[src/rtl/handshake_constant_seq.sv]
// handshake_constant_seq
//   Elastic constant source: every accepted control token emits the next entry
//   of a compile-time table through a 2-entry output buffer, so ctrl_ready is a
//   register and never follows outs_ready combinationally.
//
// Ports
//   clk         system clock, rising edge
//   rst         synchronous reset, active low
//   ctrl_valid  control token present
//   ctrl_ready  token can be accepted (registered)
//   idx_clear   one-cycle pulse returning the table index to 0
//   outs        constant at the buffer head
//   outs_idx    table index of the constant on outs
//   outs_valid  buffer non-empty
//   outs_ready  downstream accepts
module handshake_constant_seq #(
    parameter int unsigned DATA_WIDTH = 32,
    parameter int unsigned NUM_CONSTS = 4,
    parameter logic [NUM_CONSTS*DATA_WIDTH-1:0] CONST_VALUES = '0,
    parameter bit CYCLIC = 1'b1,
    parameter int unsigned IDX_W = $clog2((NUM_CONSTS > 1) ? NUM_CONSTS : 2)
) (
    input  logic                  clk,
    input  logic                  rst,
    input  logic                  ctrl_valid,
    output logic                  ctrl_ready,
    input  logic                  idx_clear,
    output logic [DATA_WIDTH-1:0] outs,
    output logic [IDX_W-1:0]      outs_idx,
    output logic                  outs_valid,
    input  logic                  outs_ready
);

    localparam logic [IDX_W-1:0] LAST_IDX = IDX_W'(NUM_CONSTS - 1);

    // Table index and buffer: head register drives the outputs, tail queues behind it
    logic [IDX_W-1:0]      idx_q,      idx_d;
    logic [DATA_WIDTH-1:0] head_val_q, head_val_d;
    logic [IDX_W-1:0]      head_idx_q, head_idx_d;
    logic [DATA_WIDTH-1:0] tail_val_q, tail_val_d;
    logic [IDX_W-1:0]      tail_idx_q, tail_idx_d;
    logic [1:0]            count_q,    count_d;
    logic                  ready_q,    ready_d;
    logic                  valid_q,    valid_d;

    logic                  push;
    logic                  pop;
    logic [DATA_WIDTH-1:0] table_val;

    assign ctrl_ready = ready_q;
    assign outs_valid = valid_q;
    assign outs       = head_val_q;
    assign outs_idx   = head_idx_q;

    // Next-state: handshakes, buffer movement, index walk
    always_comb begin
        idx_d      = idx_q;
        head_val_d = head_val_q;
        head_idx_d = head_idx_q;
        tail_val_d = tail_val_q;
        tail_idx_d = tail_idx_q;
        count_d    = count_q;

        push      = ctrl_valid && ready_q;
        pop       = valid_q && outs_ready;
        table_val = CONST_VALUES[32'(idx_q) * DATA_WIDTH +: DATA_WIDTH];

        case ({push, pop})
            2'b10: begin
                if (count_q == 2'd0) begin
                    head_val_d = table_val;
                    head_idx_d = idx_q;
                end else begin
                    tail_val_d = table_val;
                    tail_idx_d = idx_q;
                end
                count_d = count_q + 2'd1;
            end
            2'b01: begin
                head_val_d = tail_val_q;
                head_idx_d = tail_idx_q;
                count_d    = count_q - 2'd1;
            end
            2'b11: begin
                // Only reachable with count==1: new entry replaces the popped head
                head_val_d = table_val;
                head_idx_d = idx_q;
            end
            default: ;
        endcase

        // Clear overrides the post-push increment; the push itself used the old idx
        if (idx_clear) begin
            idx_d = '0;
        end else if (push) begin
            if (idx_q < LAST_IDX) begin
                idx_d = idx_q + IDX_W'(1);
            end else begin
                idx_d = CYCLIC ? '0 : LAST_IDX;
            end
        end

        ready_d = (count_d < 2'd2);
        valid_d = (count_d != 2'd0);
    end

    // State register
    always_ff @(posedge clk) begin
        if (!rst) begin
            idx_q      <= '0;
            head_val_q <= '0;
            head_idx_q <= '0;
            tail_val_q <= '0;
            tail_idx_q <= '0;
            count_q    <= 2'd0;
            ready_q    <= 1'b1;
            valid_q    <= 1'b0;
        end else begin
            idx_q      <= idx_d;
            head_val_q <= head_val_d;
            head_idx_q <= head_idx_d;
            tail_val_q <= tail_val_d;
            tail_idx_q <= tail_idx_d;
            count_q    <= count_d;
            ready_q    <= ready_d;
            valid_q    <= valid_d;
        end
    end

endmodule

[config.mk]
export PLATFORM = sky130hd
export DESIGN_NAME = handshake_constant_seq
export DESIGN_NICKNAME = d
export VERILOG_FILES = /design/src/rtl/handshake_constant_seq.sv
export SDC_FILE = /design/constraint.sdc
export NUM_CORES = 1
export LEC_CHECK = 0
export BUFFER_PORTS_ARGS = -buffer_cell sky130_fd_sc_hd__buf_4
export CAP_MARGIN = 20
export CORE_UTILIZATION = 44
export CTS_CLUSTER_DIAMETER = 60
export CTS_CLUSTER_SIZE = 8
export DETAILED_ROUTE_END_ITERATION = 10
export PLACE_DENSITY = 0.79
export SYNTH_ARGS = -nofsm -noshare
export SYNTH_HDL_FRONTEND = slang
export SYNTH_SLANG_ARGS = --single-unit
[constraint.sdc]
create_clock -name clk -period 2.56 [get_ports clk]
set_input_delay 0.512 -clock clk [delete_from_list [all_inputs] [get_ports clk]]
set_output_delay 0.512 -clock clk [all_outputs]
set_load 0.02 [all_outputs]
==> metrics, run 1 <==
Post-Route Setup TNS=0 ns; sequential element share of the synthesized area=26.62%; CTS max path bufs=2; cell taking the most area after synthesis=buf_4; Synth top area share=a little under a third; Max Slew Vio Count=0; Layout Skew=approximately 0.0017 ns; total congestion overflow=0; dpl ws=0.7760 ns; CP bufs+invs=0; ANT nets after route=0; post-synthesis sequential element count=10; worst-case reg-to-reg path depth=5; f_max=0.6441 GHz; Max VDD drop=approximately 0.49 mV; Pwr Total=between 0.0006 and 0.0007 W; Final Hold Fails=0; clk sink count=10; Hold WC Path Type=reg -> reg; worst skew pair latency=0.26 ns; Crit Reg-Reg Startpoint=ctrl_ready; final period utilization=between 60% and 70%; Layout Cells excl Fill=~110; CP top delay family=flip-flops; CP Data Arrival Time=~1.7 ns; CTS H-tree lvls=1; Post-Synthesis Cells=86; post_cts resized=0; num ports=41; die width=roughly 43 microns; critical path class=reg -> reg; Initial DRC Count=16; initial antenna violation count=0; leak pwr=between 0.3 and 0.4 nW; n_diodes=0; routability congestion estimate=~0.71; Netlist cell types=20; reg2reg end=count_q[1]; Hold Crit Endpoint=outs_idx[0]; most common cell in the netlist=buf_4; post-layout min period=~1.6 ns; PD cells=between 800 and 900 mW/mm^2; Critical Path End Type=flop; final worst slack=a little over 1 ns; ys flop type=dfxtp_1; Die Area=0.001878 sq mm; Hold Path Cell Cnt=2; Area contributors post-synth=buf_4 (32%), dfxtp_1 (27%), mux2i_1 (9.3%); Avg Vias per Cell=just over 4; worst-path maximum fanout=5; failing checks=DRC; number of port buffers=8; syn avg cell area=between 8 and 9 sq um; share of cells above drive strength 1=between 15 and 20%; drt pass-1 iters=7; Inst Count DP=roughly 110; critical path launch point type=flop; Worst path max stage delay=0.36 ns; Total GRT Usage=a little under an eighth; vias in the first global route=~420; via count=460; share of flip-flops with an asynchronous set or reset=0%; clock slew at reported path FFs=approximately 0.070 ns; die boundary height=between 40 and 50 microns; wire length per cell=8.884 microns; largest net degree at the start of global routing=12; Rows=14; RSZ-0062 raised after global routing=no; CTS Hold Buffers Added=0; status=finished, violations left; Post-Route WL=995 microns; hpwl dp=just over 800 microns; clock root cell=clkbuf_4; Mapped Area=around 750 sq um; post-CTS setup buffers=0; nets=around 110; CTS tree=done; drt drc=8; synth cell count leaders=buf_4 (32), dfxtp_1 (10), mux2i_1 (7), nand2_1 (7), ha_1 (4); TritonCTS Buffers=3; Area growth syn-to-layout=-1.498%; critical path required time=between 2 and 3 ns; Critical-path top delay cell=dfxtp_1; number of synthesis warnings=0; initial core utilization=just under 50%; Post-synth EDFFs=0; global-route wire length before repair=approximately 1600 microns; Hold Crit Start=outs_idx[0]; Worst R2R Setup Slack=roughly 1.0 ns; Core Area=0.001559 sq mm; CP Depth=5; crit-path cells=nand2_1 > ha_1 > xnor2_1 > nor2_2 > mux2_1; final setup violation count=0; fillers=154; max_cap viols=0
-- placed cells by master, fill, tap and decap left out, drive strengths merged, types with 3 or more instances in the layout --
cell | synthesis | layout
buf | 32 | 8
mux2i | 7 | 7
clkbuf | 1 | 4
mux2 | 3 | 3
nor2b | 3 | 3
dfxtp | 10 | 10
xnor2 | 3 | 3
conb | 1 | 32
inv | 3 | 3
nor2 | 4 | 4
and2 | 3 | 3
ha | 4 | 4
nand2 | 7 | 7
-- registers in the layout, summed over array words and instances (netlist names) --
name and cells:
count_q 2, ctrl_ready 1, idx_q 2, outs_idx 2, outs_valid 1, tail_idx_q 2
-- layer usage --
metal	up-vias	part of all wire, %	global-route usage (%)
met5	-	0	0
met4	0	2.5	10.00
met3	4	6.4	2.917
met2	26	54	20.30
met1	202	37	11.08
li1	228	-	-
-- worst reg2reg max path: cells and delay by family, from the launching register on --
kind / cells / cell delay [ns]
AND/OR/NAND/NOR: 2 / 0.29
adder cells (fa/ha/maj): 1 / 0.30
XOR/XNOR: 1 / 0.15
multiplexers: 1 / 0.34
flip-flops: 1 / 0.36
-- per-stage QoR --
stage	instance area, sq um	utilization [%]	hold WS [ns]
6_report	740.7	47.51	0.4658
5_1_grt	740.7	47.51	0.4964
4_1_cts	740.7	47.51	0.4718
3_5_place_dp	704.4	45.18	0.4628
3_3_place_gp	704.4	45.18	0.4501
2_1_floorplan	868.3	-	0.4609
-- worst max path at each step --
| stage | start | end | slack [ns] |
|---|---|---|---|
| finish | ctrl_ready | count_q[1] | 1.01 |
| CTS | ctrl_ready | count_q[1] | 0.99 |
| global route | ctrl_ready | count_q[1] | 0.91 |
| floorplan | outs_ready | count_q[1] | 0.97 |
| detailed placement | outs_ready | count_q[1] | 0.78 |
| global placement | outs_ready | count_q[1] | 0.82 |
-- where the power goes --
part           leakage, nW  switching [W]  internal, W
Sequential          0.0817      0.0000337     0.000190
Clock               0.0210      0.0000548    0.0000863
Combinational        0.288       0.000157     0.000116
-- logic make-up after synthesis --
family                     after synthesis  share of synthesized area [%]
muxes                                   10                          13.81
AOI/OAI and AO/OA                        3                          2.661
other                                    1                         0.4987
buffers and inverters                   36                          33.94
adders and majority gates                4                          6.656
and+or+nand+nor                         19                          12.31
xor gates and xnor gates                 3                          3.495
DFF                                     10                          26.62
-- final cells by class --
| type | count | area (sq um) | share of cell area, % |
|---|---|---|---|
| multi-input combinational | 71 | 412.9 | 55.74 |
| tap | 16 | 20.02 | 2.703 |
| inverter | 3 | 11.26 | 1.520 |
| timing repair buffer | 8 | 60.06 | 8.108 |
| sequential | 10 | 200.2 | 27.03 |
| clock buffer | 4 | 36.28 | 4.899 |
Note: power is estimated with default switching activity, not from simulation.
==> inputs of run 2 (changes only) <==
- CORE_UTILIZATION: 44 -> 39
- PLACE_DENSITY: 0.79 -> 0.74
- clock period: 2.56 -> 1.4 ns (I/O delays scaled with it)
==> run 2 against run 1 <==
Net effect:
- the run now ends clean
- hold slack lost 0.19 ns
- register-to-register slack lost 0.97 ns
- first-iteration DRC count shrank 69%
- cell count grew 9.8%
- non-clock buffer count grew 2
- power grew 99%
- combinational power grew 110%
- clock skew shrank 0.0011 ns
- core utilization shrank 1.7 points
- clock power grew 88%
- flip-flop and latch count is the same
- sequential power grew 90%
==> metrics, run 2 (same netlist as run 1, synthesis figures left out) <==
Sw Share=38.21% (was 38.53%); num ports=41 (unchanged); TritonCTS Buffers=3 (unchanged); via count=476 (was 460); CTS Hold Buffers Added=0 (unchanged); die boundary height=45.91 microns (was 43.34 microns); post-CTS setup buffers=0 (unchanged); share of cells above drive strength 1=24.49% (was 15.63%); Worst path max stage delay=0.32 ns (was 0.36 ns); initial core utilization=42.62% (was 48.23%); status=completed (was finished, violations left); Post-Route WL=1026 microns (was 995 microns); Initial DRC Count=5 (was 16); hpwl dp=822.2 microns (was 817.1 microns); most frequent cells in the layout=conb_1 (32), buf_4 (10), dfxtp_1 (8), mux2i_1 (7), nand2_1 (6) (was conb_1 (32), dfxtp_1 (10), buf_4 (8), nand2_1 (7), mux2i_1 (7)); leak pwr=0.4043 nW (was 0.3909 nW); Final Hold Fails=0 (unchanged); Pwr Total=0.001270 W (was 0.0006371 W); final period utilization=97.25% (was 60.65%); CP Data Arrival Time=1.52 ns (was 1.70 ns); largest net degree at the start of global routing=12 (unchanged); RSZ-0062 raised after global routing=yes (was no); total congestion overflow=0 (unchanged); clock slew at reported path FFs=0.07 ns (about the same); Critical Path End Type=flop (unchanged); CP bufs+invs=0 (unchanged); die width=45.91 microns (was 43.34 microns); area of the multi-input gates=451.7 sq um (was 412.9 sq um); CP top delay family=flip-flops (unchanged); Hold WC Path Type=in -> reg (was reg -> reg); critical path launch point type=flop (unchanged); post-layout min period=1.361 ns (was 1.553 ns); fillers=179 (was 154); Core Area=0.001764 sq mm (was 0.001559 sq mm); Max Slew Vio Count=0 (unchanged); crit-path cells=and2_4 > ha_4 > xnor2_1 > nor2_2 > mux2_4 (was nand2_1 > ha_1 > xnor2_1 > nor2_2 > mux2_1); Die Area=0.002108 sq mm (was 0.001878 sq mm); CTS max path bufs=2 (unchanged); Rows=15 (was 14); Area growth syn-to-layout=7.488% (was -1.498%); drt pass-1 iters=2 (was 7); ANT nets after route=0 (unchanged); nets=108 (was 106); PD cells=1571 mW/mm^2 (was 860.1 mW/mm^2); CTS tree=done (unchanged); number of port buffers=8 (unchanged); Layout Skew=0.0005538 ns (was 0.001681 ns); global-route wire length before repair=1607 microns (was 1587 microns); worst-path maximum fanout=4 (was 5); Switch Pwr=0.0004852 W (was 0.0002455 W); register area=202.7 sq um (was 200.2 sq um); commonest non-fill, non-tap cell in the layout=conb_1 (unchanged); CTS H-tree lvls=1 (unchanged); drt drc=0 (was 8); vias in the first global route=401 (was 419); sequential share of power=33.3% (was 35.1%); critical path required time=1.56 ns (was 2.71 ns); n_diodes=0 (unchanged); f_max=0.7345 GHz (was 0.6441 GHz); Total GRT Usage=11.38% (was 11.54%); Int Pwr=0.0007847 W (was 0.0003916 W); Max VDD drop=1.000 mV (was 0.4861 mV); combinational fraction of design power=45.8% (was 42.8%); final setup violation count=0 (unchanged); Clock Power Share=20.9% (was 22.2%); Critical-path top delay cell=dfxtp_2 (was dfxtp_1); clk sink count=10 (unchanged); wire length per cell=8.341 microns (was 8.884 microns); critical path class=reg -> reg (unchanged); initial antenna violation count=0 (unchanged); worst skew pair latency=0.27 ns (was 0.26 ns); routability congestion estimate=0.7420 (was 0.7132); clock root cell=clkbuf_4 (unchanged); max_cap viols=0 (unchanged); Post-Route Setup TNS=0 ns (unchanged); Avg Vias per Cell=3.870 (was 4.107)
run 2: metal layers:
layer | track usage [%] | wire length, microns | up-vias
met1 | 10.77 | 384 | 214
met4 | 8.824 | 17 | 0
met2 | 20.00 | 562 | 24
met5 | 0 | 0 | -
met3 | 3.571 | 63 | 4
li1 | - | - | 234
run 2: area by class of cell:
class | count | area share (%)
multi-input combinational | 71 | 55.88
sequential | 10 | 25.08
timing repair buffer | 10 | 9.288
clock buffer | 4 | 4.489
tap | 25 | 3.870
inverter | 3 | 1.393
run 2: worst paths after layout:
check               from     endpoint  slack (ns)  cells past startpoint
max           outs_valid   count_q[1]        0.04                      5
min            idx_clear     idx_q[1]        0.28                      3
max reg2reg   outs_valid   count_q[1]        0.04                      5
min reg2reg  outs_idx[1]  outs_idx[1]        0.46                      2
run 2: tightest hold or removal path, cell delays in order:
cell and delay [ns]:
buf_4 0.07, nand2b_1 0.11, a21oi_1 0.04
run 2: power by group through the flow:
| stage | clock [W] | sequential (W) | combinational, W |
|---|---|---|---|
| 6_report | 0.000265 | 0.000423 | 0.000582 |
| 5_1_grt | 0.000288 | 0.000433 | 0.000634 |
| 4_1_cts | 0.000272 | 0.000424 | 0.000587 |
| 3_5_place_dp | 0 | 0.000431 | 0.000556 |
| 3_3_place_gp | 0 | 0.000423 | 0.000544 |
| 2_1_floorplan | 0 | 0.000451 | 0.000467 |
run 2: per-stage QoR:
| step | instances | hold WS (ns) | util, % | area (sq um) | setup WS [ns] |
|---|---|---|---|---|---|
| final | 123 | 0.2792 | 45.82 | 808.3 | 0.03854 |
| after global routing | 123 | 0.2955 | 45.82 | 808.3 | -0.01461 |
| after CTS | 123 | 0.2718 | 45.82 | 808.3 | 0.01022 |
| after detailed placement | 119 | 0.4566 | 42.98 | 758.2 | -0.05722 |
| after global placement | 119 | 0.4511 | 42.98 | 758.2 | -0.01369 |
| after floorplan | 117 | 0.4381 | - | 895.9 | 0.009697 |
run 2: what timing repair did:
action                     CTS  global route
resized for setup            2             0
setup endpoints to repair    1             3
pin swaps                    1             1
==> inputs of run 3 (changes only) <==
- CELL_PAD_IN_SITES_DETAIL_PLACEMENT: not set -> 2
- CELL_PAD_IN_SITES_GLOBAL_PLACEMENT: not set -> 2
- CORE_UTILIZATION: 39 -> 21
==> run 3 against run 2 <==
Net effect:
- clock power about the same
- combinational power increased by 22%
- wire length increased by 61%
- largest cell class unchanged
- power increased by 11%
- sequential share of layout area decreased by 1.8 points
- die area increased by 81%
- hold slack improved by 0.021 ns
- global-route usage decreased by 3.0 points
- flip-flop and latch count unchanged
- maximum frequency about the same
==> metrics, run 3 (same netlist as run 1, synthesis figures left out) <==
CTS H-tree lvls=1 (unchanged); nets=109 (was 108); final setup violation count=0 (unchanged); global-route wire length before repair=2235 microns (was 1607 microns); Total GRT Usage=8.351% (was 11.38%); crit-path cells=nand2_4 > inv_1 > ha_4 > mux2i_4 > mux2i_1 (was and2_4 > ha_4 > xnor2_1 > nor2_2 > mux2_4); n_diodes=0 (unchanged); tightest hold margin=0.3003 ns (was 0.2792 ns); critical path class=reg -> reg (unchanged); CP Data Arrival Time=1.55 ns (was 1.52 ns); area of the multi-input gates=480.5 sq um (was 451.7 sq um); Hold Crit Endpoint=idx_q[0] (was idx_q[1]); Hold Crit Start=idx_clear (unchanged); most frequent cells in the layout=conb_1 (32), buf_4 (11), dfxtp_1 (8), mux2i_1 (6), nand2_1 (6) (was conb_1 (32), buf_4 (10), dfxtp_1 (8), mux2i_1 (7), nand2_1 (6)); Layout Skew=0.005390 ns (was 0.0005538 ns); Max VDD drop=0.4873 mV (was 1.000 mV); critical path launch point type=flop (unchanged); final period utilization=97.21% (was 97.25%); Critical Path End Type=flop (unchanged); status=completed (unchanged); Final Hold Fails=0 (unchanged); Hold Path Cell Cnt=3 (unchanged); largest net degree at the start of global routing=12 (unchanged); wire length on met3=79 microns (was 63 microns); initial antenna violation count=0 (unchanged); reg2reg end=outs_idx[0] (was count_q[1]); max_cap viols=0 (unchanged); leak pwr=0.4110 nW (was 0.4043 nW); Hold WC Path Type=in -> reg (unchanged); TritonCTS Buffers=3 (unchanged); clock slew at reported path FFs=0.07 ns (about the same); initial core utilization=22.19% (was 42.62%); routability congestion estimate=0.7010 (was 0.7420); Die Area=0.003824 sq mm (was 0.002108 sq mm); hpwl dp=1224 microns (was 822.2 microns); met2 routed WL=983 microns (was 562 microns); num ports=41 (unchanged); Post-Route M1 WL=566 microns (was 384 microns); worst skew pair latency=0.27 ns (about the same); worst-case reg-to-reg path depth=5 (unchanged); Rows=21 (was 15); PD cells=1617 mW/mm^2 (was 1571 mW/mm^2); uppermost layer routed=met4 (unchanged); Max Slew Vio Count=0 (unchanged); wire length per cell=11.37 microns (was 8.341 microns); Worst path max stage delay=0.37 ns (was 0.32 ns); drt drc=0 (unchanged); number of port buffers=8 (unchanged); Core Area=0.003390 sq mm (was 0.001764 sq mm); fillers=385 (was 179); fin util=25.69% (was 45.82%); Critical-path top delay cell=dfxtp_2 (unchanged); Initial DRC Count=2 (was 5); clk sink count=10 (unchanged); f_max=0.7348 GHz (was 0.7345 GHz); Avg Vias per Cell=3.441 (was 3.870); CTS tree=done (unchanged); die boundary height=61.84 microns (was 45.91 microns); Post-Route Setup TNS=0 ns (unchanged); Post-Route WL=1649 microns (was 1026 microns); register area=202.7 sq um (unchanged); commonest non-fill, non-tap cell in the layout=conb_1 (unchanged); post-layout min period=1.361 ns (about the same); clock root cell=clkbuf_4 (unchanged); Pwr Total=0.001408 W (was 0.001270 W); total congestion overflow=0 (unchanged); ANT nets after route=0 (unchanged); CTS max path bufs=2 (unchanged); vias in the first global route=481 (was 401); critical path required time=1.59 ns (was 1.56 ns); via count=499 (was 476); die width=61.84 microns (was 45.91 microns); Crit Reg-Reg Startpoint=ctrl_ready (was outs_valid); worst-path maximum fanout=5 (was 4); Area growth syn-to-layout=15.81% (was 7.488%); Worst R2R Setup Slack=0.04 ns (about the same); drt pass-1 iters=2 (unchanged); share of cells above drive strength 1=28.28% (was 24.49%)
==> run 3: critical path: cells and delay by family (launching register included) <==
kind | cells | cell delay [ns]
AND/OR/NAND/NOR | 1 | 0.10
flip-flops | 1 | 0.37
multiplexers | 2 | 0.50
adder cells (fa/ha/maj) | 1 | 0.19
buffers and inverters | 1 | 0.13
==> run 3: worst max-delay path by stage <==
stage	start	to	slack, ns	cells after the start
2_1_floorplan	outs_valid	count_q[1]	0.01	5
3_3_place_gp	outs_ready	count_q[1]	-0.02	6
3_5_place_dp	outs_ready	count_q[1]	-0.05	6
4_1_cts	outs_valid	count_q[1]	0.002	5
5_1_grt	outs_valid	outs_idx[0]	-0.03	5
6_report	ctrl_ready	outs_idx[0]	0.04	5
==> run 3: layout make-up <==
type | instances | share of cell area (%)
Inverter | 3 | 1.293
Multi-Input combinational cell | 71 | 55.17
Clock buffer | 4 | 4.167
Sequential cell | 10 | 23.28
Timing Repair Buffer | 11 | 9.483
Tap cell | 46 | 6.609
==> run 3: metrics by stage <==
step	cell area, sq um	worst slack (ns)	instances
6_report	870.8	0.03912	145
5_1_grt	870.8	-0.03339	145
2_1_floorplan	895.9	0.009697	117
4_1_cts	842.1	0.002027	145
3_5_place_dp	784.5	-0.05316	140
3_3_place_gp	784.5	-0.02195	140
==> run 3: power breakdown <==
| group | internal (W) | switching (W) | leakage, nW | total (W) |
|---|---|---|---|---|
| clock network | 0.000158 | 0.000107 | 0.0210 | 0.000265 |
| registers | 0.000352 | 0.0000829 | 0.0815 | 0.000435 |
| logic | 0.000328 | 0.000380 | 0.309 | 0.000708 |
| total | 0.000838 | 0.000570 | 0.411 | 0.00141 |
==> run 3: what timing repair did <==
item                       in CTS  in global routing
hold buffers                    0                  0
pin swaps                       1                  2
buffers inserted                1                  0
setup endpoints to repair       1                  5
gates resized for setup         2                  5
==> run 3: metal layers <==
| metal | vias up | global-route usage, % |
|---|---|---|
| li1 | 236 | - |
| met1 | 240 | 8.582 |
| met2 | 21 | 15.51 |
| met3 | 2 | 2.484 |
| met4 | 0 | 3.810 |
| met5 | - | 0 |
